## src/rtl/seq_divider.sv

```systemverilog
// Sequential repeated-subtraction divider with start/done handshake.
// Define SEQ_DIVIDER_SIGNED_EN for two's complement operands (sign-magnitude wrap around the core).
module seq_divider #(
    parameter int WIDTH = 8
) (
    input  logic             clk,
    input  logic             rst_n,
    input  logic             start,
    input  logic [WIDTH-1:0] dividend,
    input  logic [WIDTH-1:0] divisor,
    output logic             busy,
    output logic             done,
    output logic [WIDTH-1:0] quotient,
    output logic [WIDTH-1:0] remainder,
    output logic             div_by_zero
);

    // state | meaning
    // IDLE  | waiting for start
    // CHECK | divisor zero test
    // SUB   | one subtraction per cycle while r >= d
    // DONE  | results loaded, done pulse
    typedef enum logic [1:0] {
        S_IDLE  = 2'd0,
        S_CHECK = 2'd1,
        S_SUB   = 2'd2,
        S_DONE  = 2'd3
    } state_t;

    localparam logic [WIDTH-1:0] ONE = {{(WIDTH-1){1'b0}}, 1'b1};

    state_t           state;
    state_t           state_nxt;
    logic [WIDTH-1:0] r;
    logic [WIDTH-1:0] d;
    logic [WIDTH-1:0] q;
    logic [WIDTH-1:0] load_r;
    logic [WIDTH-1:0] load_d;
    logic [WIDTH-1:0] q_res;
    logic [WIDTH-1:0] r_res;

`ifdef SEQ_DIVIDER_SIGNED_EN
    logic neg_q;
    logic neg_r;

    assign load_r = dividend[WIDTH-1] ? (~dividend + ONE) : dividend;
    assign load_d = divisor[WIDTH-1]  ? (~divisor + ONE)  : divisor;
    assign q_res  = neg_q ? (~q + ONE) : q;
    assign r_res  = neg_r ? (~r + ONE) : r;

    always_ff @(posedge clk or negedge rst_n) begin
        if (!rst_n) begin
            neg_q <= 1'b0;
            neg_r <= 1'b0;
        end else if (state == S_IDLE && start) begin
            neg_q <= dividend[WIDTH-1] ^ divisor[WIDTH-1];
            neg_r <= dividend[WIDTH-1];
        end
    end
`else
    assign load_r = dividend;
    assign load_d = divisor;
    assign q_res  = q;
    assign r_res  = r;
`endif

    always_ff @(posedge clk or negedge rst_n) begin
        if (!rst_n) state <= S_IDLE;
        else        state <= state_nxt;
    end

    always_comb begin
        state_nxt = state;
        case (state)
            S_IDLE:  if (start) state_nxt = S_CHECK;
            S_CHECK: state_nxt = (d == '0) ? S_DONE : S_SUB;
            S_SUB:   if (r < d) state_nxt = S_DONE;
            S_DONE:  state_nxt = S_IDLE;
            default: state_nxt = S_IDLE;
        endcase
    end

    always_comb begin
        busy = 1'b0;
        done = 1'b0;
        case (state)
            S_CHECK, S_SUB: busy = 1'b1;
            S_DONE:         done = 1'b1;
            default:        ;
        endcase
    end

    // Result registers only load on the transition into DONE.
    always_ff @(posedge clk or negedge rst_n) begin
        if (!rst_n) begin
            r           <= '0;
            d           <= '0;
            q           <= '0;
            quotient    <= '0;
            remainder   <= '0;
            div_by_zero <= 1'b0;
        end else begin
            case (state)
                S_IDLE: begin
                    if (start) begin
                        r           <= load_r;
                        d           <= load_d;
                        q           <= '0;
                        div_by_zero <= 1'b0;
                    end
                end
                S_CHECK: begin
                    if (d == '0) begin
                        div_by_zero <= 1'b1;
                        quotient    <= '1;
                        remainder   <= r_res;
                    end
                end
                S_SUB: begin
                    if (r >= d) begin
                        r <= r - d;
                        q <= q + ONE;
                    end else begin
                        quotient  <= q_res;
                        remainder <= r_res;
                    end
                end
                default: ;
            endcase
        end
    end

endmodule

```

## config.mk

```make
export PLATFORM = sky130hd
export DESIGN_NAME = seq_divider
export DESIGN_NICKNAME = d
export VERILOG_FILES = /design/src/rtl/seq_divider.sv
export SDC_FILE = /design/constraint.sdc
export NUM_CORES = 1
export LEC_CHECK = 0
export CORE_MARGIN = 10
export CORE_UTILIZATION = 55
export CTS_CLUSTER_SIZE = 14
export DETAILED_ROUTE_END_ITERATION = 8
export PLACE_DENSITY = 0.91
export SYNTH_ARGS = -nofsm -noshare
export SYNTH_HDL_FRONTEND = slang
export SYNTH_SLANG_ARGS = --single-unit
export TNS_END_PERCENT = 10
```

## constraint.sdc

```tcl
create_clock -name clk -period 7 [get_ports clk]
set_clock_uncertainty 0.05 [all_clocks]
set_input_delay 1.4 -clock clk [delete_from_list [all_inputs] [get_ports clk]]
set_output_delay 1.4 -clock clk [all_outputs]
set_load 0.01 [all_outputs]
```

Word-level counts from Yosys, hierarchy flattened
Cells that the tools add are included.

Register bits after elaboration: 43. Logic and storage cells: 51. Output and inout bits: 19.

$lt $le $gt $ge: 2. Multiplexer cells: 21. Reductions and logical operators: 11. Add/sub/neg operators: 2. Eq/ne operators: 8.

Operator list (number): two-way mux 8 bit (8); one-hot mux 8 bit (2 select lines) (4); != test 2 bit, second input constant (5); AND reduction 3 bit (3); adder 8 x 1 -> 8 bit, second input constant (1); >= comparator 8 bit (1); zero test 8 bit (1); less-than comparator 8 bit (1); one-hot mux 2 bit (4 select lines) (1); subtractor 8 bit (1); nonzero test 2 bit (3); two-way mux 1 bit (5); equality test 2 bit, second input constant (2); two-way mux 2 bit (2); AND reduction 2 bit (2); equality test 2 x 1 -> 1 bit, second input constant (1); zero test 2 bit (1); one-hot mux 1 bit (2 select lines) (1); OR reduction 2 bit (1).

Depth between registers and ports, before layout
Gate-level depths: netlist of the first run.

Depth in word-level cells: 3. Depth in mapped cells: 10. Mapped depth without buffers: 9.

Worst setup path before layout of the first run
No wires, ideal clock.

Path type: in2reg. Start: in start. End: reg q[3]. Arrival time: 2171 ps. Setup slack: 4643 ps. Required time: 6814 ps. Stages: 6. Cell sequence: nand2_1 > o21a_1 > clkbuf_1 > nor2_1 > mux2i_1 > o21ai_0.

Word-level cells in the longest chain between the ends: 2.

Ends and longest elaborated chain: start, declared (line 8) `input logic start,`; != test 2 bit (no source line); AND reduction 3 bit (no source line); end signal, assigned (line 122) `q <= q + ONE;`; end, declared (line 36) `logic [WIDTH-1:0] q;`.

No other way between the ends. A chain may end at the register's enable or synchronous reset.

Worst setup path after layout of the first run
Start: in start. End: reg r[0].

Word-level cells in the longest chain between the ends: 2.

Ends and longest elaborated chain: != test 2 bit (no source line); AND reduction 3 bit (no source line); end signal, assigned (line 106) `r <= load_r;`; end signal, assigned (line 121) `r <= r - d;`; end, declared (line 34) `logic [WIDTH-1:0] r;`.

No other way between the ends.

==> results of run 1 <==
-- flip-flops by register name, indices dropped and copies added, names as in the netlist --
name,flops
quotient,8
div_by_zero,1
q,8
r,8
state,2
remainder,8
d,8
-- per-layer routing --
| layer | track usage | up-vias | part of all wire |
|---|---|---|---|
| li1 | - | 1140 | - |
| met1 | 0.201 | 1121 | 0.44 |
| met2 | 0.266 | 90 | 0.49 |
| met3 | 0.0308 | 7 | 0.056 |
| met4 | 0.0483 | 0 | 0.012 |
| met5 | 0 | - | 0 |
-- kinds of logic (layout without fill, tap and decap cells) --
logic type / count (synthesis) / after routing / share of synthesized area
buf+inv: 31 / 61 / 0.0463
compound gates: 97 / 97 / 0.256
flops: 43 / 43 / 0.390
mux: 17 / 17 / 0.0654
xor+xnor: 2 / 2 / 0.00636
simple gates: 83 / 83 / 0.164
fa+ha+maj: 15 / 15 / 0.0708
-- final cells by class --
class	count	area, µm²	share of cell area
tap	67	83.8	0.0258
multi-input combinational	214	1550	0.478
clock buffer	6	72.6	0.0223
clock inverter	1	30.0	0.00924
inverter	16	60.1	0.0185
sequential	43	1080	0.331
timing repair buffer	38	373	0.115
-- power breakdown --
part / switching, µW / internal, µW
Clock: 83.8 / 105
Sequential: 106 / 355
Combinational: 592 / 435
Total: 781 / 894
-- through the flow --
step,cells,cell area [µm²],setup WS (ps)
5_1_grt,385,3250,3630
4_1_cts,385,3250,3790
6_report,385,3250,3720
3_3_place_gp,378,3150,3580
3_5_place_dp,378,3150,3500
2_1_floorplan,288,2760,4640
-- cell usage in the layout, fill, tap and decap left out, types with 4 or more instances in the layout --
cell type,n
o211ai_1,6
nor2_1,10
mux2_2,8
clkdlybuf4s50_1,36
o21ai_0,11
o21ai_1,8
mux2i_1,9
o22a_1,7
nor3_1,4
nor2b_1,7
a31oi_1,9
ha_1,14
nand2_1,22
o2111ai_1,5
clkbuf_8,5
nand3_1,7
nand4_1,6
inv_1,16
a21oi_1,17
dfrtp_1,43
-- synth_stat cells, types with 4 or more instances --
library cell,n
o21ai_0,11
inv_1,16
o21ai_1,8
clkbuf_1,10
mux2_2,8
dfrtp_1,43
o211ai_1,6
nand3_1,7
a31oi_1,9
nor3_1,4
o22a_1,7
nand2_1,22
nor2b_1,7
ha_1,14
nor2_1,10
o2111ai_1,5
mux2i_1,9
a21oi_1,17
nand4_1,6
-- worst paths after layout --
path	slack (ps)	cells after the start	start	to
min reg2reg	440	1	quotient[0]$_DFFE_PN0P_	quotient[0]$_DFFE_PN0P_
max	3720	5	start	r[0]$_DFFE_PN0P_
max reg2reg	3950	9	r[0]$_DFFE_PN0P_	quotient[5]$_DFFE_PN0P_
min	440	1	quotient[0]$_DFFE_PN0P_	quotient[0]$_DFFE_PN0P_
min in group asynchronous	1190	1	rst_n	q[3]$_DFFE_PN0P_
max in group asynchronous	5140	1	rst_n	r[4]$_DFFE_PN0P_
==> metrics.csv, run 1 <==
metric,value,unit
status,completed,
cts_sinks,43,
first_iter_violations,163,
vdd_drop_max,0.311,mV
avgViaCountPerCell,6.12,
cpMaxStageDelayCell,clkdlybuf4s50_1,
end_kind,register,
crit_chain,clkdlybuf4s50_1 > nand2_1 > o21a_1 > or4_1 > o211ai_1,
num-fill-cells,375,
yosys.area.top_type,dfrtp_1,
gp_congestion,0.911,
io_pins,38,
powerDensity,516,mW/mm²
total_power,1680,µW
cp-start-kind,primary input,
grt_setup_unrepaired,no,
first_pass_iters,4,
tightest_slew,927,ps
max_stage_delay,630,ps
cts-root-buf,clkbuf_8,
cap_violations,0,
die_w,90.8,µm
htree_num_levels,2,
grt_remaining_overflow,0,
grt_antenna_before_repair,0,
path_class,in -> reg,
synth_seq_area_share,0.390,
wl_per_cell,17.3,µm
synth_area_leaders,"dfrtp_1 (39%), ha_1 (6.4%), mux2i_1 (3.3%)",
leakagePower,0.00135,µW
crit_required,7170,ps
synthFlopType,dfrtp_1,
fin_tns_setup,0,ps
netlist_instances,288,
grt_pass1_wl,11100,µm
cp_max_fo,16,
ctsHoldBuffers,0,
crit_arrival,3450,ps
relSlewSlack,0.382,
drtAntennaViolNets,0,
initial_utilization,0.576,
drive_gt1_frac,0.0881,
synth-edff-count,0,
slew_viol_final,0,
critPathTopFamily,simple AND/OR/NAND/NOR gates,
num_antenna_cells,0,
die-area,0.00824,mm²
numPortBuffers,37,
hold_class,reg -> reg,
cts_tree,yes,
ys_ff_latch,43,
die_h,90.8,µm
min_period,3280,ps
coreArea,0.00479,mm²
min_period_over_period,0.468,
avgSynthCellArea,9.57,µm²
fin_nets,352,
track_usage,0.159,
grt_max_degree,49,
vias,2358,
synth_top_area_frac,0.390,
clk_latency,300,ps
setup_viol,0,
ys_types,59,
post-dp-hpwl,4790,µm
post-route-util,0.679,
area_growth,17.8,%
ys.warnings.count,0,
ctsResizeCount,0,
rows,25,
cts_buffers,5,
holdWs,441,ps
syn_area,0.00276,mm²
crit_buf_inv,1,
first_global_vias,2280,
wl,6640,µm
cts.path.max_buffers,2,
synthesis.nets,322,
fmax,305,MHz
drc,0,
cts.clk_slew.worst_paths,80,ps
post_cts_buffers,0,
synthArstFlopShare,1.00,
hold_viol_final,0,
Note: power is estimated with default switching activity, not from simulation.
==> inputs of run 2 (changes only) <==
--- a/config.mk
+++ b/config.mk
@@ -6,10 +6,10 @@
 export NUM_CORES = 1
 export LEC_CHECK = 0
 export CORE_MARGIN = 10
-export CORE_UTILIZATION = 55
+export CORE_UTILIZATION = 50
 export CTS_CLUSTER_SIZE = 14
 export DETAILED_ROUTE_END_ITERATION = 8
-export PLACE_DENSITY = 0.91
+export PLACE_DENSITY = 0.88
 export SYNTH_ARGS = -nofsm -noshare
 export SYNTH_HDL_FRONTEND = slang
 export SYNTH_SLANG_ARGS = --single-unit
==> constraint.sdc (replaced) <==
create_clock -name clk -period 2.97 [get_ports clk]
set_clock_uncertainty 0.05 [all_clocks]
set_input_delay 0.594 -clock clk [delete_from_list [all_inputs] [get_ports clk]]
set_output_delay 0.594 -clock clk [all_outputs]
set_load 0.01 [all_outputs]
==> run 2 against run 1 <==
Effect of this change: via count is 2.1% higher; flip-flop and latch count did not move; clock-buffer cell count unchanged; non-clock buffer count is 7 higher; critical path depth increased by 4; die area is 7.8% higher; routed wire length increased by 3.8%; utilization fell by 5.1 points; global-route usage is 0.41 points higher; clock power is 98% higher; largest cell class unchanged; largest power group unchanged.
==> metrics.csv, run 2 (synthesis gave the netlist of run 1 again) <==
metric,value,unit
status,completed,
fin_tns_setup,0,ps
track_usage,0.163,
cts_buffers,5,
timing.rr.end,quotient[2]$_DFFE_PN0P_,
total_power,3970,µW
crit_chain,inv_1 > ha_1 > inv_1 > fa_1 > nand3_1 > a31oi_4 > or2_4 > a211oi_4 > o22a_1,
cts_sinks,43,
slew_viol_final,0,
wl_per_cell,17.4,µm
post-dp-hpwl,5070,µm
area_growth,19.2,%
place_area,0.00320,mm²
cts.path.max_buffers,2,
tightest_slew,969,ps
first_pass_iters,7,
cp-start-kind,register,
setup_viol,0,
reg2reg_slack,380,ps
holdWs,394,ps
crit_required,3160,ps
relSlewSlack,0.354,
grt_max_degree,48,
design_area,0.00329,mm²
end_kind,register,
grt_setup_unrepaired,no,
reg2reg_from,r[0]$_DFFE_PN0P_,
min_period_over_period,0.871,
post_cts_buffers,0,
avgViaCountPerCell,6.08,
crit_start,r[0]$_DFFE_PN0P_,
drtAntennaViolNets,0,
cap_violations,0,
grt_antenna_before_repair,0,
fmax,387,MHz
drive_gt1_frac,0.110,
cts-root-buf,clkbuf_8,
coreArea,0.00524,mm²
cp_max_fo,13,
numPortBuffers,37,
max_stage_delay,410,ps
gp_congestion,0.951,
wl,6890,µm
fin_nets,359,
critical_path.most_common_cell,inv_1,
num_antenna_cells,0,
grt_remaining_overflow,0,
hold_class,in -> async,
io_pins,38,
final_common_cell,dfrtp_1,
min_period,2590,ps
reg2reg_depth,9,
vdd_drop_max,0.576,mV
layout.cells.non_filler,396,
powerDensity,1210,mW/mm²
cts.clk_slew.worst_paths,80,ps
path_class,reg -> reg,
vias,2407,
dp_cells,388,
htree_num_levels,2,
grt_pass1_wl,11700,µm
first_global_vias,2324,
worstSetupEndpoint,quotient[2]$_DFFE_PN0P_,
hold_viol_final,0,
die_w,94.3,µm
die-area,0.00888,mm²
first_iter_violations,117,
die_h,94.3,µm
drc,0,
ctsHoldBuffers,0,
leakagePower,0.00138,µW
crit_arrival,2780,ps
final_cell_mix,"dfrtp_1 (43), clkdlybuf4s50_1 (36), nand2_1 (22), a21oi_1 (17), inv_1 (16)",
initial_utilization,0.526,
clk_latency,300,ps
ctsResizeCount,0,
cts_tree,yes,
rows,26,
cpMaxStageDelayCell,dfrtp_1,
## run 2: cell types whose count changed in the layout (fill, tap and decap cells not counted)
cell        delta
buf_4          +7
bufinv_16      -1
clkinv_2       +1
clkinvlp_4     +1
## run 2: how the worst min path moves through the flow
stage	start	to	slack, ps
CTS	rst_n	quotient[0]$_DFFE_PN0P_	420
global placement	quotient[3]$_DFFE_PN0P_	quotient[3]$_DFFE_PN0P_	420
detailed placement	quotient[3]$_DFFE_PN0P_	quotient[3]$_DFFE_PN0P_	430
finish	rst_n	quotient[6]$_DFFE_PN0P_	390
floorplan	rst_n	d[0]$_DFFE_PN0P_	250
global route	rst_n	quotient[1]$_DFFE_PN0P_	460
## run 2: layer usage
metal / routed length, µm / track usage / up-vias
met3: 395 / 0.0344 / 11
met5: 0 / 0 / -
met4: 131 / 0.0608 / 0
met1: 3140 / 0.212 / 1156
li1: - / - / 1163
met2: 3220 / 0.258 / 77
## run 2: metrics by stage
| stage | setup WS (ps) | utilization |
|---|---|---|
| floorplan | 640 | - |
| global placement | 538 | 0.611 |
| detailed placement | 430 | 0.611 |
| CTS | 407 | 0.628 |
| global route | 270 | 0.628 |
| finish | 383 | 0.628 |
## run 2: worst max-delay path: cells and delay by family, from the launching register on
family | cells | cell delay (ps)
AO/OA/AOI/OAI | 3 | 820
adder cells (fa/ha/maj) | 2 | 550
buffers and inverters | 2 | 130
flip-flops | 1 | 410
AND/OR/NAND/NOR | 2 | 570
## run 2: power breakdown
group / switching, µW / internal, µW / leakage [µW]
logic: 1420 / 1080 / 0.000808
registers: 255 / 836 / 0.000526
clock network: 207 / 164 / 0.0000412
total: 1880 / 2080 / 0.00138
## run 2: area by class of cell
cell class | instances | area, µm²
Fill cell | 449 | 1950
Multi-Input combinational cell | 214 | 1550
Sequential cell | 43 | 1080
Timing Repair Buffer | 45 | 425
Tap cell | 70 | 87.6
Clock buffer | 6 | 72.6
Inverter | 16 | 60.1
Clock inverter | 2 | 12.5
